## config.mk

```make
export PLATFORM = sky130hd
export DESIGN_NAME = ropuf_array_flat
export DESIGN_NICKNAME = d
export VERILOG_FILES = /design/src/rtl/ropuf_array_if.sv /design/src/rtl/ropuf_array.sv /design/src/flat_wrapper.sv
export SDC_FILE = /design/constraint.sdc
export NUM_CORES = 1
export LEC_CHECK = 0
export BUFFER_PORTS_ARGS = -buffer_cell sky130_fd_sc_hd__buf_2
export CAP_MARGIN = 25
export CORE_ASPECT_RATIO = 0.9
export CORE_MARGIN = 1.5
export CORE_UTILIZATION = 54
export CTS_BUF_LIST = sky130_fd_sc_hd__clkbuf_4 sky130_fd_sc_hd__clkbuf_8
export CTS_CLUSTER_DIAMETER = 100
export DETAILED_ROUTE_END_ITERATION = 10
export GPL_ROUTABILITY_DRIVEN = 0
export GPL_TIMING_DRIVEN = 0
export PLACE_DENSITY = 0.72
export SYNTH_ARGS = -nofsm -noshare
export SYNTH_HDL_FRONTEND = slang
export SYNTH_SLANG_ARGS = --single-unit
```

## constraint.sdc

```tcl
create_clock -name clk -period 2.85 [get_ports clk]
set_clock_uncertainty 0.1 [all_clocks]
set_input_delay 0.1425 -clock clk [delete_from_list [all_inputs] [get_ports clk]]
set_output_delay 0.1425 -clock clk [all_outputs]
set_load 0.05 [all_outputs]
```

## src/rtl/ropuf_array_if.sv

```systemverilog
// ropuf_array_if: request/response bundle for the RO-PUF array.
//   start, chal, resp_ack       : consumer -> array
//   ro_en, busy                 : array status
//   resp_valid, resp, resp_tie  : evaluation result, held until resp_ack
//   margin_mask                 : only with ROPUF_MARGIN_EN defined
// Modports: master = consumer side, slave = the array.
interface ropuf_array_if #(
  parameter int N_BITS = 4,
  parameter int SEL_W  = 2
);
  logic                      start;
  logic [N_BITS*SEL_W-1:0]   chal;
  logic                      resp_ack;
  logic                      ro_en;
  logic                      busy;
  logic                      resp_valid;
  logic [N_BITS-1:0]         resp;
  logic [N_BITS-1:0]         resp_tie;
`ifdef ROPUF_MARGIN_EN
  logic [N_BITS-1:0]         margin_mask;
`endif

  modport master (
    output start, chal, resp_ack,
    input  ro_en, busy, resp_valid, resp, resp_tie
`ifdef ROPUF_MARGIN_EN
    , input margin_mask
`endif
  );

  modport slave (
    input  start, chal, resp_ack,
    output ro_en, busy, resp_valid, resp, resp_tie
`ifdef ROPUF_MARGIN_EN
    , output margin_mask
`endif
  );
endinterface

```

## src/rtl/ropuf_array.sv

```systemverilog
// ropuf_array: ring-oscillator PUF. For each response bit one RO per side
// (A/B) is selected by the challenge, its edges are counted over a fixed
// window, and the two counts are compared.
// Ports:
//   clk    : system clock, rising edge
//   reset  : asynchronous, active-low
//   ro_in  : oscillator outputs, index (i*2+s)*2^SEL_W+k (s=0 A, s=1 B)
//   bus    : ropuf_array_if.slave (start/chal/resp_ack in, status/result out)
// Optional: define ROPUF_MARGIN_EN to add bus.margin_mask, set for bits
// whose count difference is below MARGIN_TH.
//
// state   | meaning
// IDLE    | waiting for start; chal latched and counters cleared on accept
// SETTLE  | ROs enabled, SETTLE_CYC cycles discarded
// MEASURE | WIN_CYC cycles of edge counting
// COMPARE | one cycle; resp/resp_tie registered on exit
// DONE    | resp_valid raised, waiting for resp_ack
module ropuf_array #(
  parameter int N_BITS     = 4,
  parameter int SEL_W      = 2,
  parameter int CNT_W      = 16,
  parameter int WIN_CYC    = 1024,
  parameter int SETTLE_CYC = 16,
  parameter int MARGIN_TH  = 8
) (
  input  logic                              clk,
  input  logic                              reset,
  input  logic [2*N_BITS*(1<<SEL_W)-1:0]    ro_in,
  ropuf_array_if.slave                      bus
);
  localparam int K       = 1 << SEL_W;
  localparam int TMR_MAX = (WIN_CYC > SETTLE_CYC) ? WIN_CYC : SETTLE_CYC;
  localparam int TMR_W   = $clog2(TMR_MAX + 1);

  typedef enum logic [2:0] {IDLE, SETTLE, MEASURE, COMPARE, DONE} state_t;

  state_t                    state_q, state_d;
  logic [TMR_W-1:0]          tmr_q, tmr_val;
  logic                      tmr_load;
  logic [N_BITS*SEL_W-1:0]   chal_q;
  logic                      start_acc;
  logic                      valid_q;
  logic                      ro_en, busy;
  logic [N_BITS-1:0]         resp_q, tie_q, gt, eq;
  logic [2*N_BITS*CNT_W-1:0] cnt_flat;

  assign start_acc = (state_q == IDLE) && bus.start;

  always_ff @(posedge clk or negedge reset) begin
    if (!reset) state_q <= IDLE;
    else        state_q <= state_d;
  end

  always_comb begin
    state_d  = state_q;
    tmr_load = 1'b0;
    tmr_val  = '0;
    ro_en    = 1'b0;
    busy     = (state_q != IDLE);
    case (state_q)
      IDLE: if (bus.start) begin
        state_d  = SETTLE;
        tmr_load = 1'b1;
        tmr_val  = TMR_W'(SETTLE_CYC - 1);
      end
      SETTLE: begin
        ro_en = 1'b1;
        if (tmr_q == '0) begin
          state_d  = MEASURE;
          tmr_load = 1'b1;
          tmr_val  = TMR_W'(WIN_CYC - 1);
        end
      end
      MEASURE: begin
        ro_en = 1'b1;
        if (tmr_q == '0) state_d = COMPARE;
      end
      COMPARE: state_d = DONE;
      DONE: if (valid_q && bus.resp_ack) state_d = IDLE;
      default: state_d = IDLE;
    endcase
  end

  // Phase timer: down-counter, terminal count at zero.
  always_ff @(posedge clk or negedge reset) begin
    if (!reset)         tmr_q <= '0;
    else if (tmr_load)  tmr_q <= tmr_val;
    else if (tmr_q != '0) tmr_q <= tmr_q - 1'b1;
  end

  always_ff @(posedge clk or negedge reset) begin
    if (!reset)         chal_q <= '0;
    else if (start_acc) chal_q <= bus.chal;
  end

  for (genvar i = 0; i < N_BITS; i++) begin : g_bit
    for (genvar s = 0; s < 2; s++) begin : g_side
      logic [K-1:0]     bank;
      logic             sel;
      logic [2:0]       sh;   // [0],[1] synchronizer, [2] previous sample
      logic [CNT_W-1:0] cnt;

      assign bank = ro_in[(i*2+s)*K +: K];
      assign sel  = bank[chal_q[i*SEL_W +: SEL_W]];

      always_ff @(posedge clk or negedge reset) begin
        if (!reset) begin
          sh  <= '0;
          cnt <= '0;
        end else begin
          sh <= {sh[1:0], sel};
          if (start_acc)
            cnt <= '0;
          else if (state_q == MEASURE && sh[1] && !sh[2] && cnt != '1)
            cnt <= cnt + 1'b1;
        end
      end

      assign cnt_flat[(i*2+s)*CNT_W +: CNT_W] = cnt;
    end

    logic [CNT_W-1:0] ca, cb;
    assign ca    = cnt_flat[(i*2)*CNT_W +: CNT_W];
    assign cb    = cnt_flat[(i*2+1)*CNT_W +: CNT_W];
    assign gt[i] = (ca > cb);
    assign eq[i] = (ca == cb);
  end

  always_ff @(posedge clk or negedge reset) begin
    if (!reset) begin
      resp_q <= '0;
      tie_q  <= '0;
    end else if (state_q == COMPARE) begin
      resp_q <= gt;
      tie_q  <= eq;
    end
  end

  // resp_valid rises one edge after DONE is entered, so resp is already
  // stable when the consumer sees valid.
  always_ff @(posedge clk or negedge reset) begin
    if (!reset) valid_q <= 1'b0;
    else        valid_q <= (state_q == DONE) && !(valid_q && bus.resp_ack);
  end

`ifdef ROPUF_MARGIN_EN
  logic [N_BITS-1:0] near, margin_q;
  for (genvar i = 0; i < N_BITS; i++) begin : g_margin
    logic [CNT_W-1:0] diff;
    assign diff    = gt[i] ? (g_bit[i].ca - g_bit[i].cb) : (g_bit[i].cb - g_bit[i].ca);
    assign near[i] = (32'(diff) < MARGIN_TH);
  end

  always_ff @(posedge clk or negedge reset) begin
    if (!reset)                  margin_q <= '0;
    else if (state_q == COMPARE) margin_q <= near;
  end

  assign bus.margin_mask = margin_q;
`endif

  assign bus.ro_en      = ro_en;
  assign bus.busy       = busy;
  assign bus.resp_valid = valid_q;
  assign bus.resp       = resp_q;
  assign bus.resp_tie   = tie_q;
endmodule
```

## src/flat_wrapper.sv

```systemverilog
// flat-port wrapper written by rule: the top's interface ports become plain ports
module ropuf_array_flat 
#(
  parameter int N_BITS     = 4,
  parameter int SEL_W      = 2,
  parameter int CNT_W      = 16,
  parameter int WIN_CYC    = 1024,
  parameter int SETTLE_CYC = 16,
  parameter int MARGIN_TH  = 8
)
  (clk, reset, ro_in, bus_start, bus_chal, bus_resp_ack, bus_ro_en, bus_busy, bus_resp_valid, bus_resp, bus_resp_tie);
  ropuf_array_if #(.N_BITS(N_BITS), .SEL_W(SEL_W)) bus_i ();
  input  logic clk;
  input  logic reset;
  input  logic [2*N_BITS*(1<<SEL_W)-1:0] ro_in;
  input wire logic [$bits(bus_i.start)-1:0] bus_start;
  input wire logic [$bits(bus_i.chal)-1:0] bus_chal;
  input wire logic [$bits(bus_i.resp_ack)-1:0] bus_resp_ack;
  output wire logic [$bits(bus_i.ro_en)-1:0] bus_ro_en;
  output wire logic [$bits(bus_i.busy)-1:0] bus_busy;
  output wire logic [$bits(bus_i.resp_valid)-1:0] bus_resp_valid;
  output wire logic [$bits(bus_i.resp)-1:0] bus_resp;
  output wire logic [$bits(bus_i.resp_tie)-1:0] bus_resp_tie;
  assign bus_i.start = bus_start;
  assign bus_i.chal = bus_chal;
  assign bus_i.resp_ack = bus_resp_ack;
  assign bus_ro_en = bus_i.ro_en;
  assign bus_busy = bus_i.busy;
  assign bus_resp_valid = bus_i.resp_valid;
  assign bus_resp = bus_i.resp;
  assign bus_resp_tie = bus_i.resp_tie;
  ropuf_array #(.N_BITS(N_BITS), .SEL_W(SEL_W), .CNT_W(CNT_W), .WIN_CYC(WIN_CYC), .SETTLE_CYC(SETTLE_CYC), .MARGIN_TH(MARGIN_TH)) u_core (.clk(clk), .reset(reset), .ro_in(ro_in), .bus(bus_i));
endmodule
```

==> run_results.csv <==
group,metric,value,unit
power_and_ir_drop,cellLeakagePower,5.12,nW
layout,final_util,0.613,
power_and_ir_drop,finalPower,10.8,mW
synth,ys_ff_latch,183,
layout,diodes,0,
grt,grt_pass1_vias,8043,
layout,drive_above_1_share,0.0886,
floorplanning,die_x,150,um
flow_run,cap_violations,0,
placed_design,place_area,11100,um^2
grt,antenna_found_initial,0,
grt,grt_max_degree,109,
layout,nets,1347,
synth,synth_area_per_cell,9.28,um^2
floorplanning,die_h,135,um
floorplanning,initial_core_util,0.548,
synth,synth-main-ff-cell,"dfrtp_1",
placed_design,port_buffers,54,
clocking,cts_num_sinks,183,
detailed_routing,post_drt_via_cell_ratio,5.70,
status,status,"finished, final reports clean",
synth,syn-num-nets,1245,
synth,syn_inst,1128,
detailed_routing,dr.first_iter.drc_count,646,
layout,fin_area,11700,um^2
floorplanning,coreArea,19100,um^2
clocking,cts-root-buf,"clkbuf_8",
synth,async_flop_share,1.00,
grt,grt_overflow_total,0,
sta,setup_viol,0,
setup_path,path_max_fanout,10,
grt,grt_pass1_wl,40200,um
sta,hold_viol,0,
sta,fin_crit,2.64,ns
clocking,h-tree-depth,4,
floorplanning,rows,48,
detailed_routing,drtPass1Iterations,5,
synth,yosysWarnings,0,
detailed_routing,postRouteAntennaNets,0,
clocking,cts_tree,"built",
detailed_routing,post-route-drc-count,0,
detailed_routing,vias,8507,
clocking,clkTransAtPathRegs,0.10,ns
floorplanning,num_io_pins,55,
sta,finalMaxSlewViolations,0,
clocking,clk_path_buf_depth,2,
sta,tightest_slew,1.00,ns
floorplanning,fp.dieArea,20200,um^2
sta,holdWs,0.138,ns
grt,grt_use_total,0.253,
layout,area_delta_synth_final,11.9,%
setup_path,cp-start-kind,"flip-flop",
synth,synth_edf_count,0,
detailed_routing,routed_wl,24200,um
power_and_ir_drop,ir_drop,0.545,mV
sta,period_share,0.927,
synth,ys_types,58,
clocking,cts_buffers,17,
setup_path,crit_path_end_kind,"flip-flop",
setup_path,cp.required,3.09,ns
setup_path,crit_type,"reg -> reg",
synth,syn_area,10500,um^2
sta,max_freq,379,MHz
clocking,clk_latency,0.48,ns
power_and_ir_drop,power.density,918,nW/um^2
detailed_routing,post_drt_wl_per_cell,16.2,um
synth,ys_seq_area_frac,0.438,
worst_hold_path,hp-class,"in -> async",
sta,grt_setup_unrepaired,"no",
setup_path,crit_arrival,2.88,ns
sta,slew_headroom,0.326,
placed_design,hpwl,17400,um
-- cell usage after synthesis, types with 2 or more instances --
master	n	share of area
and4_1	13	0.011
or2_2	2	0.0012
nor3_1	33	0.016
and3_1	18	0.011
a211o_1	4	0.0033
a21boi_0	5	0.0036
a21o_1	4	0.0029
or3_1	13	0.0078
dfrtp_1	183	0.44
inv_1	81	0.029
nor2_1	113	0.041
and2_1	7	0.0042
o21a_1	4	0.0029
nand2_1	118	0.042
nand3_1	54	0.026
or4_1	8	0.0057
a2111oi_0	4	0.0033
xor2_1	21	0.018
o31a_1	2	0.0017
o211ai_1	11	0.0079
nor4b_1	2	0.0017
nor3b_1	2	0.0014
nand2b_1	12	0.0072
nor2b_1	7	0.0042
nand4_1	44	0.026
xnor2_1	59	0.049
clkbuf_1	24	0.0086
mux2i_1	15	0.014
buf_2	3	0.0014
o21ai_0	35	0.017
a21oi_1	63	0.030
a211oi_1	11	0.0079
mux4_2	8	0.017
ha_1	73	0.087
a31oi_1	8	0.0048
nor4_1	28	0.017
a22o_1	4	0.0033
o31ai_1	12	0.0086
-- cell type report --
class	instances	area, um^2
buffer	30	130
timing repair buffer	83	583
tap	250	313
sequential	183	4580
fill	1640	7390
clock inverter	10	72.6
inverter	81	304
clock buffer	21	277
multi-input combinational	834	5450
-- what timing repair did --
item / 4_1_cts / 5_1_grt
hold buffers: 27 / 0
resized for setup: 0 / 2
buffers inserted: 0 / 0
setup endpoints to repair: 0 / 6
endpoints found under the hold margin: 94 / 0
-- placed cells by master, fill, tap and decap left out, drive strengths merged, types with 4 or more instances in the layout --
cell type      n
dfrtp        183
nand2        119
nor2         113
inv           84
ha            73
a21oi         63
buf           60
xnor2         59
nand3         54
clkbuf        47
nand4         44
o21ai         36
nor3          34
nor4          28
dlygate4sd3   27
xor2          21
and3          18
mux2i         15
or3           13
and4          13
nand2b        12
o31ai         12
o211ai        11
a211oi        11
mux4           8
or4            8
a31oi          8
nor2b          7
and2           7
a21boi         5
a2111oi        5
a21o           4
o21a           4
a22o           4
a211o          4
clkinv         4
-- final timing paths --
check | endpoint | depth (start not counted) | start | slack, ns
worst max-delay path | u_core.g_bit[2].cb[9] | 6 | u_core.state_q[0] | 0.21
worst min-delay path | u_core.g_bit[3].ca[14] | 2 | reset | 0.14
worst max register to register | u_core.g_bit[2].cb[9] | 6 | u_core.state_q[0] | 0.21
worst min register to register | u_core.g_bit[1].g_side[1].sh[1] | 0 | u_core.g_bit[1].g_side[1].sh[0] | 0.25
max in group asynchronous | u_core.tmr_q[4] | 3 | reset | 1.59
min in group clk | u_core.g_bit[1].g_side[1].sh[1] | 0 | u_core.g_bit[1].g_side[1].sh[0] | 0.25
-- power by group --
part / switching, mW / internal [mW] / total (mW)
clock network: 0.957 / 0.669 / 1.63
logic: 2.39 / 1.89 / 4.28
registers: 1.21 / 3.64 / 4.85
-- per-layer routing --
layer  vias to the layer above  wire length [um]  share of wire  GRT usage
met1                      4082             11600           0.48      0.357
met4                         0               223         0.0092     0.0577
met2                       176             11400           0.47      0.409
met3                        18               941          0.039     0.0449
met5                         -                 0              0          0
li1                       4231                 -              -          -
-- stage by stage --
| step | TNS (ns) | instances | worst slack [ns] |
|---|---|---|---|
| after floorplan | 0 | 1128 | 0.580 |
| after global placement | -266.37 | 1432 | -1.48 |
| after detailed placement | 0 | 1433 | 0.171 |
| after CTS | 0 | 1491 | 0.138 |
| after global routing | 0 | 1492 | 0.0175 |
| final | 0 | 1492 | 0.209 |
-- sequential cells by signal, indices dropped and copies added, names as in the netlist, 3 cells and up --
| signal | cells |
|---|---|
| u_core.chal_q | 8 |
| u_core.tmr_q | 11 |
| u_core.state_q | 3 |
| u_core.bus.resp | 4 |
| u_core.g_bit.g_side.sh | 24 |
| u_core.bus.resp_tie | 4 |
| u_core.g_bit.ca | 64 |
| u_core.g_bit.cb | 64 |
-- cells by family (layout without fill, tap and decap cells) --
logic type / after synthesis / count (layout) / synth area share
AOI/OAI and AO/OA: 176 / 176 / 0.105
xor gates and xnor gates: 80 / 80 / 0.0670
adders and majority gates: 73 / 73 / 0.0873
buffers and inverters: 111 / 225 / 0.0414
DFF: 183 / 183 / 0.438
muxes: 24 / 24 / 0.0326
and+or+nand+nor: 481 / 481 / 0.229
-- critical path: stages, from the launching register on --
cell	delay (ns)
dfrtp_1	0.39
buf_6	0.14
or3_1	0.38
nor2_1	0.27
clkbuf_1	0.50
clkbuf_1	0.61
nor2_1	0.11
Note: power is estimated with default switching activity, not from simulation.
